<file path="config.mk">
export PLATFORM = sky130hd
export DESIGN_NAME = i2s_audio_out
export DESIGN_NICKNAME = d
export VERILOG_FILES = /design/src/rtl/i2s_audio_out_pkg.sv /design/src/rtl/i2s_audio_out_bclk_gen.sv /design/src/rtl/i2s_audio_out.sv
export SDC_FILE = /design/constraint.sdc
export NUM_CORES = 1
export LEC_CHECK = 0
export ABC_AREA = 1
export CAP_MARGIN = 20
export CELL_PAD_IN_SITES_DETAIL_PLACEMENT = 0
export CELL_PAD_IN_SITES_GLOBAL_PLACEMENT = 1
export CORE_AREA = 2 2 122 124
export CTS_CLUSTER_SIZE = 40
export DETAILED_ROUTE_END_ITERATION = 16
export DIE_AREA = 0 0 124 126
export HOLD_SLACK_MARGIN = 0.12
export PLACE_DENSITY_LB_ADDON = 0.1
export SKIP_LAST_GASP = 1
export SLEW_MARGIN = 20
export SYNTH_ARGS = -nofsm -noshare
export SYNTH_HDL_FRONTEND = slang
export SYNTH_SLANG_ARGS = --single-unit
</file>
<file path="constraint.sdc">
create_clock -name AUDIO_CLK -period 2.75 [get_ports AUDIO_CLK]
set_input_delay 0.55 -clock AUDIO_CLK [delete_from_list [all_inputs] [get_ports AUDIO_CLK]]
set_output_delay 0.55 -clock AUDIO_CLK [all_outputs]
set_load 0.05 [all_outputs]
</file>
<file path="src/rtl/i2s_audio_out_pkg.sv">
// Shared types and helpers for the I2S / left-justified audio serialiser.
package holosynth_audio_pkg;

  typedef enum logic {
    FMT_I2S = 1'b0,
    FMT_LJ  = 1'b1
  } fmt_e;

  typedef enum logic {
    IDLE = 1'b0,
    RUN  = 1'b1
  } state_e;

  // True when slot bit k carries a sample bit for a given MSB offset and width.
  function automatic logic slot_bit(input int k, input int off, input int depth);
    return (k >= off) && (k < off + depth);
  endfunction

endpackage

</file>
<file path="src/rtl/i2s_audio_out_bclk_gen.sv">
// Bit-clock divider: toggles bclk every BCLK_DIV cycles while run is high,
// and flags the cycle before each bclk edge.
module i2s_bclk_gen #(
  parameter int BCLK_DIV = 4
) (
  input  logic clk,
  input  logic rst_n,
  input  logic run,
  output logic bclk,
  output logic tick_rise,
  output logic tick_fall
);

  localparam int DIV_W = (BCLK_DIV > 1) ? $clog2(BCLK_DIV) : 1;

  logic [DIV_W-1:0] div_cnt_r;
  logic             bclk_r;
  logic             wrap_s;

  assign wrap_s    = run && (div_cnt_r == DIV_W'(BCLK_DIV - 1));
  assign tick_fall = wrap_s & bclk_r;
  assign tick_rise = wrap_s & ~bclk_r;
  assign bclk      = bclk_r;

  // Divider counter and bit clock; both park at zero whenever run drops.
  always_ff @(posedge clk or negedge rst_n) begin
    if (!rst_n) begin
      div_cnt_r <= '0;
      bclk_r    <= 1'b0;
    end else if (!run) begin
      div_cnt_r <= '0;
      bclk_r    <= 1'b0;
    end else if (wrap_s) begin
      div_cnt_r <= '0;
      bclk_r    <= ~bclk_r;
    end else begin
      div_cnt_r <= div_cnt_r + DIV_W'(1);
    end
  end

endmodule

</file>
<file path="src/rtl/i2s_audio_out.sv">
// Master-mode stereo serialiser: double-buffers one pending sample and shifts
// it out as I2S or left-justified with self-generated BCLK/LRCK.
module i2s_audio_out
  import holosynth_audio_pkg::*;
#(
  parameter int AUD_BIT_DEPTH = 24,
  parameter int SLOT_BITS     = 32,
  parameter int BCLK_DIV      = 4,
  parameter int FORMAT        = 0
) (
  input  logic                     AUDIO_CLK,
  input  logic                     reset_data_n,
  input  logic                     enable,
  input  logic [AUD_BIT_DEPTH-1:0] lsound_in,
  input  logic [AUD_BIT_DEPTH-1:0] rsound_in,
  input  logic                     sample_stb,
  output logic                     frame_req,
  output logic                     sample_taken,
  output logic                     overrun,
  output logic [7:0]               underrun_cnt,
  output logic                     AUD_BCLK,
  output logic                     AUD_DACLRCK,
  output logic                     AUD_DACDAT
);

  localparam int BC_W  = $clog2(2 * SLOT_BITS);
  localparam int IDX_W = (AUD_BIT_DEPTH > 1) ? $clog2(AUD_BIT_DEPTH) : 1;
  localparam int OFF   = (FORMAT == int'(FMT_I2S)) ? 1 : 0;

  state_e                   state_r;
  logic [BC_W-1:0]          bit_cnt_r;
  logic [AUD_BIT_DEPTH-1:0] pend_l_r, pend_r_r;
  logic [AUD_BIT_DEPTH-1:0] frame_l_r, frame_r_r;
  logic                     pend_valid_r;
  logic [7:0]               underrun_cnt_r;
  logic                     frame_req_r, sample_taken_r, overrun_r;
  logic                     lrck_r, dacdat_r;

  logic                     run_s, tick_fall_s, tick_rise_unused_s, bclk_s;
  logic                     wrap_s, load_s;
  logic [AUD_BIT_DEPTH-1:0] ld_l_s, ld_r_s, word_s;
  logic [BC_W-1:0]          nxt_cnt_s, nxt_k_s;
  logic                     nxt_chan_s, nxt_bit_s;
  logic [IDX_W-1:0]         idx_s;

  assign run_s  = (state_r == RUN) && enable;
  assign wrap_s = tick_fall_s && (bit_cnt_r == BC_W'(2 * SLOT_BITS - 1));
  assign load_s = ((state_r == IDLE) && enable) || (run_s && wrap_s);

  i2s_bclk_gen #(
    .BCLK_DIV (BCLK_DIV)
  ) u_bclk_gen (
    .clk       (AUDIO_CLK),
    .rst_n     (reset_data_n),
    .run       (run_s),
    .bclk      (bclk_s),
    .tick_rise (tick_rise_unused_s),
    .tick_fall (tick_fall_s)
  );

  // Frame source priority: pending sample, then same-cycle bypass, else replay.
  always_comb begin
    ld_l_s = frame_l_r;
    ld_r_s = frame_r_r;
    if (pend_valid_r) begin
      ld_l_s = pend_l_r;
      ld_r_s = pend_r_r;
    end else if (sample_stb) begin
      ld_l_s = lsound_in;
      ld_r_s = rsound_in;
    end else begin
      ld_l_s = frame_l_r;
      ld_r_s = frame_r_r;
    end
  end

  // Serial bit for the slot position the counter moves to next; on a load the
  // freshly selected left word is used so LJ can present its MSB immediately.
  always_comb begin
    nxt_cnt_s  = '0;
    nxt_chan_s = 1'b0;
    nxt_k_s    = '0;
    word_s     = '0;
    idx_s      = '0;
    nxt_bit_s  = 1'b0;
    if (load_s) begin
      nxt_cnt_s = '0;
    end else begin
      nxt_cnt_s = bit_cnt_r + BC_W'(1);
    end
    nxt_chan_s = (nxt_cnt_s >= BC_W'(SLOT_BITS));
    if (nxt_chan_s) begin
      nxt_k_s = nxt_cnt_s - BC_W'(SLOT_BITS);
      word_s  = frame_r_r;
    end else begin
      nxt_k_s = nxt_cnt_s;
      word_s  = load_s ? ld_l_s : frame_l_r;
    end
    idx_s = IDX_W'(AUD_BIT_DEPTH - 1 - int'(nxt_k_s) + OFF);
    if (slot_bit(int'(nxt_k_s), OFF, AUD_BIT_DEPTH)) begin
      nxt_bit_s = word_s[idx_s];
    end else begin
      nxt_bit_s = 1'b0;
    end
  end

  // Control FSM, serial outputs, frame loading and pending-register handling.
  always_ff @(posedge AUDIO_CLK or negedge reset_data_n) begin
    if (!reset_data_n) begin
      state_r        <= IDLE;
      bit_cnt_r      <= '0;
      pend_l_r       <= '0;
      pend_r_r       <= '0;
      frame_l_r      <= '0;
      frame_r_r      <= '0;
      pend_valid_r   <= 1'b0;
      underrun_cnt_r <= 8'd0;
      frame_req_r    <= 1'b0;
      sample_taken_r <= 1'b0;
      overrun_r      <= 1'b0;
      lrck_r         <= 1'b0;
      dacdat_r       <= 1'b0;
    end else begin
      frame_req_r    <= 1'b0;
      sample_taken_r <= 1'b0;
      overrun_r      <= 1'b0;

      case (state_r)
        IDLE: begin
          bit_cnt_r <= '0;
          lrck_r    <= 1'b0;
          if (enable) begin
            state_r  <= RUN;
            dacdat_r <= nxt_bit_s;
          end else begin
            dacdat_r <= 1'b0;
          end
        end
        RUN: begin
          if (!enable) begin
            state_r   <= IDLE;
            bit_cnt_r <= '0;
            lrck_r    <= 1'b0;
            dacdat_r  <= 1'b0;
          end else if (tick_fall_s) begin
            bit_cnt_r   <= nxt_cnt_s;
            lrck_r      <= nxt_chan_s;
            dacdat_r    <= nxt_bit_s;
            frame_req_r <= (nxt_cnt_s == BC_W'(SLOT_BITS));
          end else begin
            bit_cnt_r <= bit_cnt_r;
          end
        end
        default: begin
          state_r   <= IDLE;
          bit_cnt_r <= '0;
          lrck_r    <= 1'b0;
          dacdat_r  <= 1'b0;
        end
      endcase

      // A strobe coincident with a pending load refills pending without overrun.
      if (load_s) begin
        frame_l_r <= ld_l_s;
        frame_r_r <= ld_r_s;
        if (pend_valid_r) begin
          sample_taken_r <= 1'b1;
          if (sample_stb) begin
            pend_l_r     <= lsound_in;
            pend_r_r     <= rsound_in;
            pend_valid_r <= 1'b1;
          end else begin
            pend_valid_r <= 1'b0;
          end
        end else if (sample_stb) begin
          sample_taken_r <= 1'b1;
        end else if (underrun_cnt_r != 8'hFF) begin
          underrun_cnt_r <= underrun_cnt_r + 8'd1;
        end else begin
          underrun_cnt_r <= underrun_cnt_r;
        end
      end else if (sample_stb) begin
        pend_l_r     <= lsound_in;
        pend_r_r     <= rsound_in;
        pend_valid_r <= 1'b1;
        overrun_r    <= pend_valid_r;
      end else begin
        pend_valid_r <= pend_valid_r;
      end
    end
  end

  assign frame_req    = frame_req_r;
  assign sample_taken = sample_taken_r;
  assign overrun      = overrun_r;
  assign underrun_cnt = underrun_cnt_r;
  assign AUD_BCLK     = bclk_s;
  assign AUD_DACLRCK  = lrck_r;
  assign AUD_DACDAT   = dacdat_r;

endmodule

</file>
* Yosys cells after proc, flatten, opt, wreduce, memory -nomap -nowiden
Cells that the tools add are included.
** Storage, ports and cells
- Register bits :: 120
- Bits of input ports :: 52
- Output and inout port bits :: 14
- Logic and storage cells :: 91
** Operators by class
- Add/subtract/negate cells :: 6
- Order comparisons :: 4
- Equal/unequal tests :: 7
- Multiplexer cells :: 43
- Bitwise operators :: 5
- Reductions and logical operators :: 11
** Operators by type and width (number)
- two-way mux 24 bit :: 12
- two-way mux 6 bit :: 4
- two-way mux 1 bit :: 21
- == test 6 bit, second input constant :: 2
- one-hot mux 6 bit (2 select lines) :: 1
- adder 8 x 1 -> 8 bit, second input constant :: 1
- inequality test 8 bit, second input constant :: 1
- adder 6 x 1 -> 6 bit, second input constant :: 1
- greater-or-equal comparator 6 x 1 -> 1 bit, second input constant :: 1
- greater-or-equal comparator 6 bit, second input constant :: 1
- logical AND 1 bit :: 6
- less-than comparator 5 x 6 -> 1 bit, second input constant :: 1
- less-than comparator 6 x 5 -> 1 bit, second input constant :: 1
- subtractor 6 bit, second input constant :: 1
- adder 5 x 2 -> 5 bit, second input constant :: 1
- binary-select mux 1 bit (select 5 bit) :: 1
- subtractor 5 bit, first input constant :: 1
- two-way mux 2 bit :: 2
- NOT 1 bit :: 4
- one-hot mux 1 bit (2 select lines) :: 2
- AND reduction 4 bit :: 1
- nonzero test 2 bit :: 2
- inequality test 3 x 2 -> 1 bit, second input constant :: 1
- adder 2 x 1 -> 2 bit, second input constant :: 1
- other kinds (6) :: 6

* Logic depth before layout (Yosys ltp)
Gate-level depths: netlist of the first run.
- Word-level depth :: 17
- Gate-level depth with buffers :: 18
- Mapped depth without buffers :: 16

* Hierarchy
From an unflattened synthesis of the first run, not the netlist that was laid out.
** Unflattened totals
- Cells, all modules :: 744
- Area, all modules :: 6284.8 um^2
** Modules (own cells, without submodules)
- i2s_audio_out :: instances 1, cells an instance 728, area an instance 6149.6 um^2, seq. area each 2927.8 um^2
- i2s_bclk_gen :: instances 1, cells an instance 16, area an instance 135.1 um^2, seq. area each 75.1 um^2

* Least setup slack after synthesis of the first run
No wires, ideal clock.
- Path type :: reg-to-reg
- From :: register u_bclk_gen.bclk_r (netlist: u_bclk_gen.bclk)
- To :: register dacdat_r (netlist: AUD_DACDAT)
- Setup time :: 66 ps
- Arrival :: 2368 ps
- Required time :: 2684 ps
- Setup slack :: 316 ps
- Cell stages (with the launch flop) :: 16
- Path buffers :: 2
- Period minus slack after synthesis :: 2434 ps
- Cell sequence :: dfrtp_1 inv_1 nor2_4 nand2_4 nand2_4 buf_12 nor2_2 buf_2 ha_1 inv_1 nand3_1 nand3_1 nand3_1 a21oi_1 nand2_1 nand2_1
** Between the ends
- Longest elaborated chain between the ends :: 15
- Elaborated cells between the ends (all ways) :: 23
- Those cells by class :: add/sub: 3; order compare: 3; eq/ne: 1; mux: 11; bitwise: 1; reduce/logical: 4
** Ends and longest elaborated chain
- start, declared :: line i2s_audio_out_bclk_gen.sv:17 : logic bclk_r;
- start signal, assigned :: line i2s_audio_out_bclk_gen.sv:35 : bclk_r <= ~bclk_r;
- AND 1 bit * :: line i2s_audio_out_bclk_gen.sv:21 : assign tick_fall = wrap_s & bclk_r;
- logical AND 1 bit :: line i2s_audio_out.sv:47 : assign wrap_s = tick_fall_s && (bit_cnt_r == BC_W'(2 * SLOT_BITS - 1));
- logical AND 1 bit :: line i2s_audio_out.sv:48 : assign load_s = ((state_r == IDLE) && enable) || (run_s && wrap_s);
- logical OR 1 bit :: line i2s_audio_out.sv:48
- two-way mux 6 bit :: line i2s_audio_out.sv:86 : if (load_s) begin
- subtractor 6 bit / greater-or-equal comparator 6 bit (equally long branches) :: line i2s_audio_out.sv:93, i2s_audio_out.sv:91
- two-way mux 6 bit :: line i2s_audio_out.sv:92 : if (nxt_chan_s) begin
- subtractor 5 bit :: line i2s_audio_out.sv:99 : idx_s = IDX_W'(AUD_BIT_DEPTH - 1 - int'(nxt_k_s) + OFF);
- adder 5 x 2 -> 5 bit :: line i2s_audio_out.sv:99
- binary-select mux 1 bit (select 5 bit) :: line i2s_audio_out.sv:101 : nxt_bit_s = word_s[idx_s];
- two-way mux 1 bit (implied by the code) :: line i2s_audio_out.sv:101
- two-way mux 1 bit :: line i2s_audio_out.sv:100 : if (slot_bit(int'(nxt_k_s), OFF, AUD_BIT_DEPTH)) begin
- two-way mux 1 bit :: line i2s_audio_out.sv:145 : end else if (tick_fall_s) begin
- two-way mux 1 bit :: line i2s_audio_out.sv:140 : if (!enable) begin
- one-hot mux 1 bit (2 select lines) :: line i2s_audio_out.sv:128 : case (state_r)
- end signal, assigned :: line i2s_audio_out.sv:134 : dacdat_r <= nxt_bit_s;
- end signal, assigned :: line i2s_audio_out.sv:148 : dacdat_r <= nxt_bit_s;
- end, declared :: line i2s_audio_out.sv:37 : logic lrck_r, dacdat_r;
Mark *: on every way between the ends. The rest lies on a longest branch, timed or not. The select of a mux whose other input is x is not followed.
A chain may end at the register's enable or synchronous reset.

* Worst setup path in the final report of the first run
- From :: register bit_cnt_r[0]
- To :: register dacdat_r (netlist: AUD_DACDAT)
** Between the ends
- Longest elaborated chain between the ends :: 15
- Elaborated cells between the ends (all ways) :: 23
- Those cells by class :: add/sub: 4; order compare: 3; eq/ne: 1; mux: 11; reduce/logical: 4
** Ends and longest elaborated chain
- start, declared :: line i2s_audio_out.sv:31 : logic [BC_W-1:0] bit_cnt_r;
- start signal, assigned :: line i2s_audio_out.sv:146 : bit_cnt_r <= nxt_cnt_s;
- start signal, assigned :: line i2s_audio_out.sv:151 : bit_cnt_r <= bit_cnt_r;
- parallel branches: the longest is 11 deep, another holds adder 6 x 1 -> 6 bit
- two-way mux 1 bit * :: line i2s_audio_out.sv:100
- two-way mux 1 bit :: line i2s_audio_out.sv:145
- two-way mux 1 bit :: line i2s_audio_out.sv:140
- one-hot mux 1 bit (2 select lines) * :: line i2s_audio_out.sv:128
Mark *: on every way between the ends. The select of a mux whose other input is x is not followed.

==> flow_summary.ini, run 1 <==
[setup_path]
critPathCaptureType = flip-flop
arrival_ns = 2.71
cp_slowest_stage_delay_ns = 0.44
cp.required_ns = 3.10
crit_type = reg -> reg
critPathMaxFanout = 7
cp_slowest_cell = dfrtp_1
start_kind = flip-flop
worst_path_most_repeated_cell = nand2_1
cp_cell_sequence = ha_1 > nand3_2 > nor2_2 > nand2_4 > nand2_4 > inv_4 > nand2_2 > ha_1 > or2_1 > nand2_1 > inv_1 > nand3_1 > nand3_1 > a21oi_1 > nand2_1 > nand2_1

[synth]
syn_nets = 768
synth-seq-cells = 120
synth_cell_types = 36
syn_avg_cell_area_sq_um = 8.52
synth_edf_count = 0
synthTopCellsByArea = dfrtp_1, nand2_1, mux2_2
ys.flop_type = dfrtp_1
syn_area_sq_um = 6060
async_flop_share_pct = 100
ys_seq_area_share_pct = 49.5
synth_top_cell_by_area = dfrtp_1
yosysTopAreaCellShare_pct = 49.5
synthCells = 711
yosysWarnings = 0

[layout]
multiInputGateArea_sq_um = 2630
post-route-util_pct = 53.3
drive_above_1_share_pct = 14.7
n_fill_cell = 1350
areaGrowthSynthToFinish_pct = 25.8
nNetsFinal = 842
diodes = 0
register_area_sq_um = 3000
finalInstanceArea_sq_um = 7620

[cts]
cts_buffer_depth = 2
clkSinkCount = 120
hold_buffers = 0
cts_tree = yes
cts-buffers-inserted = 17
clk_pin_slew_ns = 0.05
clk_latency_ns = 0.41
h-tree-depth = 4
cts_resized = 0
cts_root_buffer = clkbuf_16
cts_setup_buffers = 0

[sta]
setup_violations = 0
fin_crit_sh_pct = 85.8
period_needed_ns = 2.36
hold_slack_ns = 0.223
fin_tns_setup_ns = 0
fmax_ghz = 0.424
grt_setup_unrepaired = false
fin_worst_skew_ns = 0.00612
worst_slew_pin_slew_ns = 0.653
drv_slew = 0
hold_violations = 0
relSlewSlack_pct = 56.4

[global_routing]
grt_max_degree = 121
grt_use_total_pct = 20.0
grt_pass1_wl_um = 24300
antenna_found_initial = 0
gr-total-overflow = 0
grt_pass1_vias = 4856

[placement]
port_buffers = 65
hpwlAfterDp_um = 10200
gp_congestion = 0.813
dpl_cell_area_sq_um = 7010

[power]
seqPwrFrac_pct = 39.8
power_switching_w = 0.00148
ir_drop_mv = 0.374
pwr-share-clk_pct = 42.1
leakage_nw = 3.55
p_per_area_nw_per_um2 = 716
p_int_w = 0.00398
swShare_pct = 27.2
power.total_w = 0.00546
pwr-share-comb_pct = 18.1

[route]
drc_errors = 0
num_vias = 4889
ant_nets = 0
dr.pass1.iters = 5
wl_per_cell_um = 14.9
drtIter0Drc = 302
via_per_inst = 4.98
routed_wl_um = 14600

[floorplan]
initial_core_util_pct = 42.3
die_x_um = 124
rows = 44
ios = 66
dieArea_sq_um = 15600
die_h_um = 126
core_area_sq_um = 14300

[hold_path]
hp-class = in -> async

[run]
maxCapViolCount = 0

[outcome]
status = completed
power by group through the flow:
stage / Sequential [W] / Combinational, W / Clock [W]
final: 0.00217 / 0.000986 / 0.00230
after global routing: 0.00221 / 0.00111 / 0.00245
after CTS: 0.00218 / 0.00100 / 0.00235
after detailed placement: 0.00221 / 0.000998 / 0
after global placement: 0.00220 / 0.000989 / 0
after floorplan: 0.00225 / 0.000553 / 0
sequential cells by signal, indices dropped and copies added, names as in the netlist, 2 cells and up:
signal	count
pend_l_r	24
frame_r_r	24
underrun_cnt	8
bit_cnt_r	6
frame_l_r	24
pend_r_r	24
u_bclk_gen.div_cnt_r	2
metrics by stage:
stage	worst slack (ns)	cells
6_report	0.391	981
5_1_grt	0.123	981
4_1_cts	0.365	981
3_5_place_dp	-0.0403	950
3_3_place_gp	0.00228	950
2_1_floorplan	0.316	711
path summary, 6_finish.rpt:
kind	startpoint	end	slack, ns	cells past startpoint
setup / recovery	bit_cnt_r[0]	AUD_DACDAT	0.39	16
hold / removal	reset_data_n	underrun_cnt[0]	0.22	2
setup reg to reg	bit_cnt_r[0]	AUD_DACDAT	0.39	16
hold reg to reg	u_bclk_gen.div_cnt_r[0]	u_bclk_gen.div_cnt_r[0]	0.45	1
max in group asynchronous	reset_data_n	pend_r_r[10]	2.03	2
min in group AUDIO_CLK	u_bclk_gen.div_cnt_r[0]	u_bclk_gen.div_cnt_r[0]	0.45	1
cells in the final DEF (no fill, tap or decap), types with 15 or more instances in the layout:
cell	Yosys	routed
buf_4	5	22
clkdlybuf4s50_1	0	64
nand2_1	230	230
nor2_1	36	35
a21oi_1	16	15
inv_1	54	54
clkbuf_16	0	17
a31oi_1	21	21
mux2_2	38	38
dfrtp_1	120	120
nand3_1	64	64
o21ai_0	31	31
o211ai_1	16	16
area by class of cell:
| cell class | count | share of cell area [%] |
|---|---|---|
| clock buffer | 24 | 6.58 |
| clock inverter | 7 | 1.51 |
| inverter | 58 | 2.89 |
| multi-input combinational | 496 | 34.5 |
| sequential | 120 | 39.4 |
| tap | 184 | 3.02 |
| timing repair buffer | 92 | 12.1 |
cell usage after synthesis, types with 8 or more instances:
| cell | number |
|---|---|
| nand3_1 | 64 |
| o21ai_0 | 31 |
| o211ai_1 | 16 |
| inv_1 | 54 |
| clkbuf_1 | 13 |
| dfrtp_1 | 120 |
| xor2_1 | 8 |
| nand2_1 | 230 |
| mux2_2 | 38 |
| buf_2 | 13 |
| a31oi_1 | 21 |
| a21oi_1 | 16 |
| nor2_1 | 36 |
cells by family after synthesis:
kind of cell / after synthesis / share of synthesized area [%]
AOI/OAI and AO/OA: 91 / 8.86
xor gates and xnor gates: 11 / 1.59
and+or+nand+nor: 350 / 24.4
buffers and inverters: 95 / 7.39
muxes: 39 / 7.23
DFF: 120 / 49.5
adders and majority gates: 5 / 1.03
layer usage:
layer	track usage [%]	routed length, um	vias to the layer above
li1	-	-	2478
met1	28.1	7350	2331
met2	31.0	6710	70
met3	4.35	387	10
met4	6.35	133	0
met5	0	0	-
critical path: cells and delay by family (launching register included):
family | cells | cell delay (ns)
AO/OA/AOI/OAI | 1 | 0.13
adder cells (fa/ha/maj) | 2 | 0.47
AND/OR/NAND/NOR | 11 | 1.02
flip-flops | 1 | 0.44
buffers and inverters | 2 | 0.21
Note: power is estimated with default switching activity, not from simulation.
==> inputs of run 2 (changes only) <==
GPL_TIMING_DRIVEN = 0   (was unset)
SLEW_MARGIN = unset   (was 20)
clock period = 2.3 ns   (was 2.75 ns; I/O delays follow)
==> run 2 against run 1 <==
  * The flow now finishes with violations (setup timing)
  * Critical path depth is 2 higher
  * First-iteration DRC count shrank 23%
  * Non-clock buffer count up 26
  * Flip-flop and latch count did not move
  * Setup slack worse by 0.48 ns
  * Clock skew about the same
  * Core utilization up 1.4 points
  * Final cell count up 2.8%
  * Fmax decreased by 1.4%
  * Routed wire length rose by 11%
  * Count of clock-buffer cells in the layout rose by 1
  * Design area increased by 2.6%
  * Critical endpoint unchanged
  * Largest cell class unchanged
==> flow_summary.ini, run 2 (synthesis gave the netlist of run 1 again) <==
[outcome]
status = finished with violations
violations = setup timing

[power]
p_per_area_nw_per_um2 = 830
ir_drop_mv = 0.468
leakage_nw = 3.64

[floorplan]
die_h_um = 126
initial_core_util_pct = 42.3
ios = 66
dieArea_sq_um = 15600
die_x_um = 124
core_area_sq_um = 14300
rows = 44

[global_routing]
grt_use_total_pct = 22.5
grt_pass1_vias = 5184
antenna_found_initial = 0
gr-total-overflow = 0
grt_pass1_wl_um = 26600
grt_max_degree = 74

[sta]
fin_worst_skew_ns = 0.00631
grt_setup_unrepaired = true
period_needed_ns = 2.39
worst_slew_pin_slew_ns = 0.607
setup_violations = 1
drv_slew = 0
relSlewSlack_pct = 59.5
setup_ws_ns = -0.0923
fin_crit_sh_pct = 104
fmax_ghz = 0.418
hold_violations = 0

[layout]
drive_above_1_share_pct = 18.3
finalInstanceArea_sq_um = 7830
final_cell_mix = nand2_1, dfrtp_1, clkdlybuf4s50_1
nNetsFinal = 868
areaGrowthSynthToFinish_pct = 29.1
diodes = 0
final_common_cell = nand2_1
post-route-util_pct = 54.7
instances_no_fill = 1008

[placement]
gp_congestion = 0.918
dp_cells = 961
hpwlAfterDp_um = 11700
dpl_cell_area_sq_um = 6980
post-place-ws_ns = -0.881
port_buffers = 65

[setup_path]
cp_slowest_stage_delay_ns = 0.41
crit_type = reg -> reg
start_kind = flip-flop
cp_slowest_cell = dfrtp_1
critPathCaptureType = flip-flop
critPathBufInv = 4
crit_family = simple AND/OR/NAND/NOR gates
cp_cell_sequence = ha_4 > nand3_4 > nor2_4 > nand2_4 > nand2_4 > buf_12 > nor2_4 > buf_6 > inv_8 > ha_4 > or2_1 > nand2_2 > inv_2 > nand3_2 > nand3_2 > a21oi_2 > nand2_1 > nand2_1
critPathMaxFanout = 8
arrival_ns = 2.75
cp.required_ns = 2.65

[route]
wl_per_cell_um = 16.1
routed_wl_um = 16300
ant_nets = 0
highest_layer = met4
met1_length_um = 7710
drc_errors = 0
via_per_inst = 5.01
dr_wl_met2_um = 7770
dr.pass1.iters = 4
met3_length_um = 555
num_vias = 5046
drtIter0Drc = 234

[run]
maxCapViolCount = 0

[cts]
h-tree-depth = 4
cts-buffers-inserted = 17
clkSinkCount = 120
clk_latency_ns = 0.42
clk_pin_slew_ns = 0.05
cts_root_buffer = clkbuf_16
cts_buffer_depth = 2
cts_tree = yes

[hold_path]
hp-class = in -> reg
[run 2: changes by cell type in the layout (fill, tap and decap cells not counted), moves of 4 or more]
cell	change
clkbuf_1	+9
ha_1	-4
buf_2	+7
buf_6	+5
nand2_1	-4
clkbuf_2	+5
buf_12	-5
nand3_1	-4
[run 2: final cells by class]
type,instances,area [sq um]
multi-input cells,496,2720
flip-flops and latches,120,3010
well taps,184,230
repair buffers,81,793
clock inverters,7,90.1
inverters,58,233
clock buffers,25,505
fillers,1396,6490
plain buffers,37,253
[run 2: worst register-to-register path, delay by kind of cell (launching register included)]
kind                     cells  cell delay, ns
buffers and inverters        4            0.38
AO/OA/AOI/OAI                1            0.15
AND/OR/NAND/NOR             11            1.04
flip-flops                   1            0.41
adder cells (fa/ha/maj)      2            0.34
[run 2: final timing paths]
kind                                         start                 endpoint  slack [ns]  depth (start not counted)
max                                   bit_cnt_r[1]               AUD_DACDAT       -0.09                         18
min                                         enable                  state_r        0.37                          1
max in group asynchronous             reset_data_n             frame_r_r[5]        1.02                          3
min reg2reg                u_bclk_gen.div_cnt_r[0]  u_bclk_gen.div_cnt_r[0]        0.45                          1
max reg2reg                           bit_cnt_r[1]               AUD_DACDAT       -0.09                         18
min in group asynchronous             reset_data_n          underrun_cnt[5]        0.55                          2
[run 2: repair_timing]
action,CTS,global route
pin swaps,2,13
endpoints found under the setup margin,30,44
hold buffers,1,0
hold endpoints to repair,47,0
resized for setup,11,37
buffers inserted,5,9
[run 2: power by group]
part / switching, W / internal (W)
Sequential: 0.000172 / 0.00242
Combinational: 0.000722 / 0.000506
Clock: 0.000941 / 0.00173
[run 2: metal layers]
| layer | up-vias | GRT usage (%) |
|---|---|---|
| li1 | 2518 | - |
| met1 | 2428 | 30.0 |
| met2 | 86 | 36.5 |
| met3 | 14 | 4.71 |
| met4 | 0 | 6.94 |
| met5 | - | 0 |
[run 2: stage by stage]
step / power, W / hold slack [ns] / TNS (ns)
after floorplan: 0.00336 / 0.164 / 0
after global placement: 0.00379 / 0.417 / -511.26
after detailed placement: 0.00383 / 0.431 / -32.04
after CTS: 0.00653 / 0.352 / -0.168
after global routing: 0.00684 / 0.373 / -1.32
final: 0.00650 / 0.366 / -0.0923
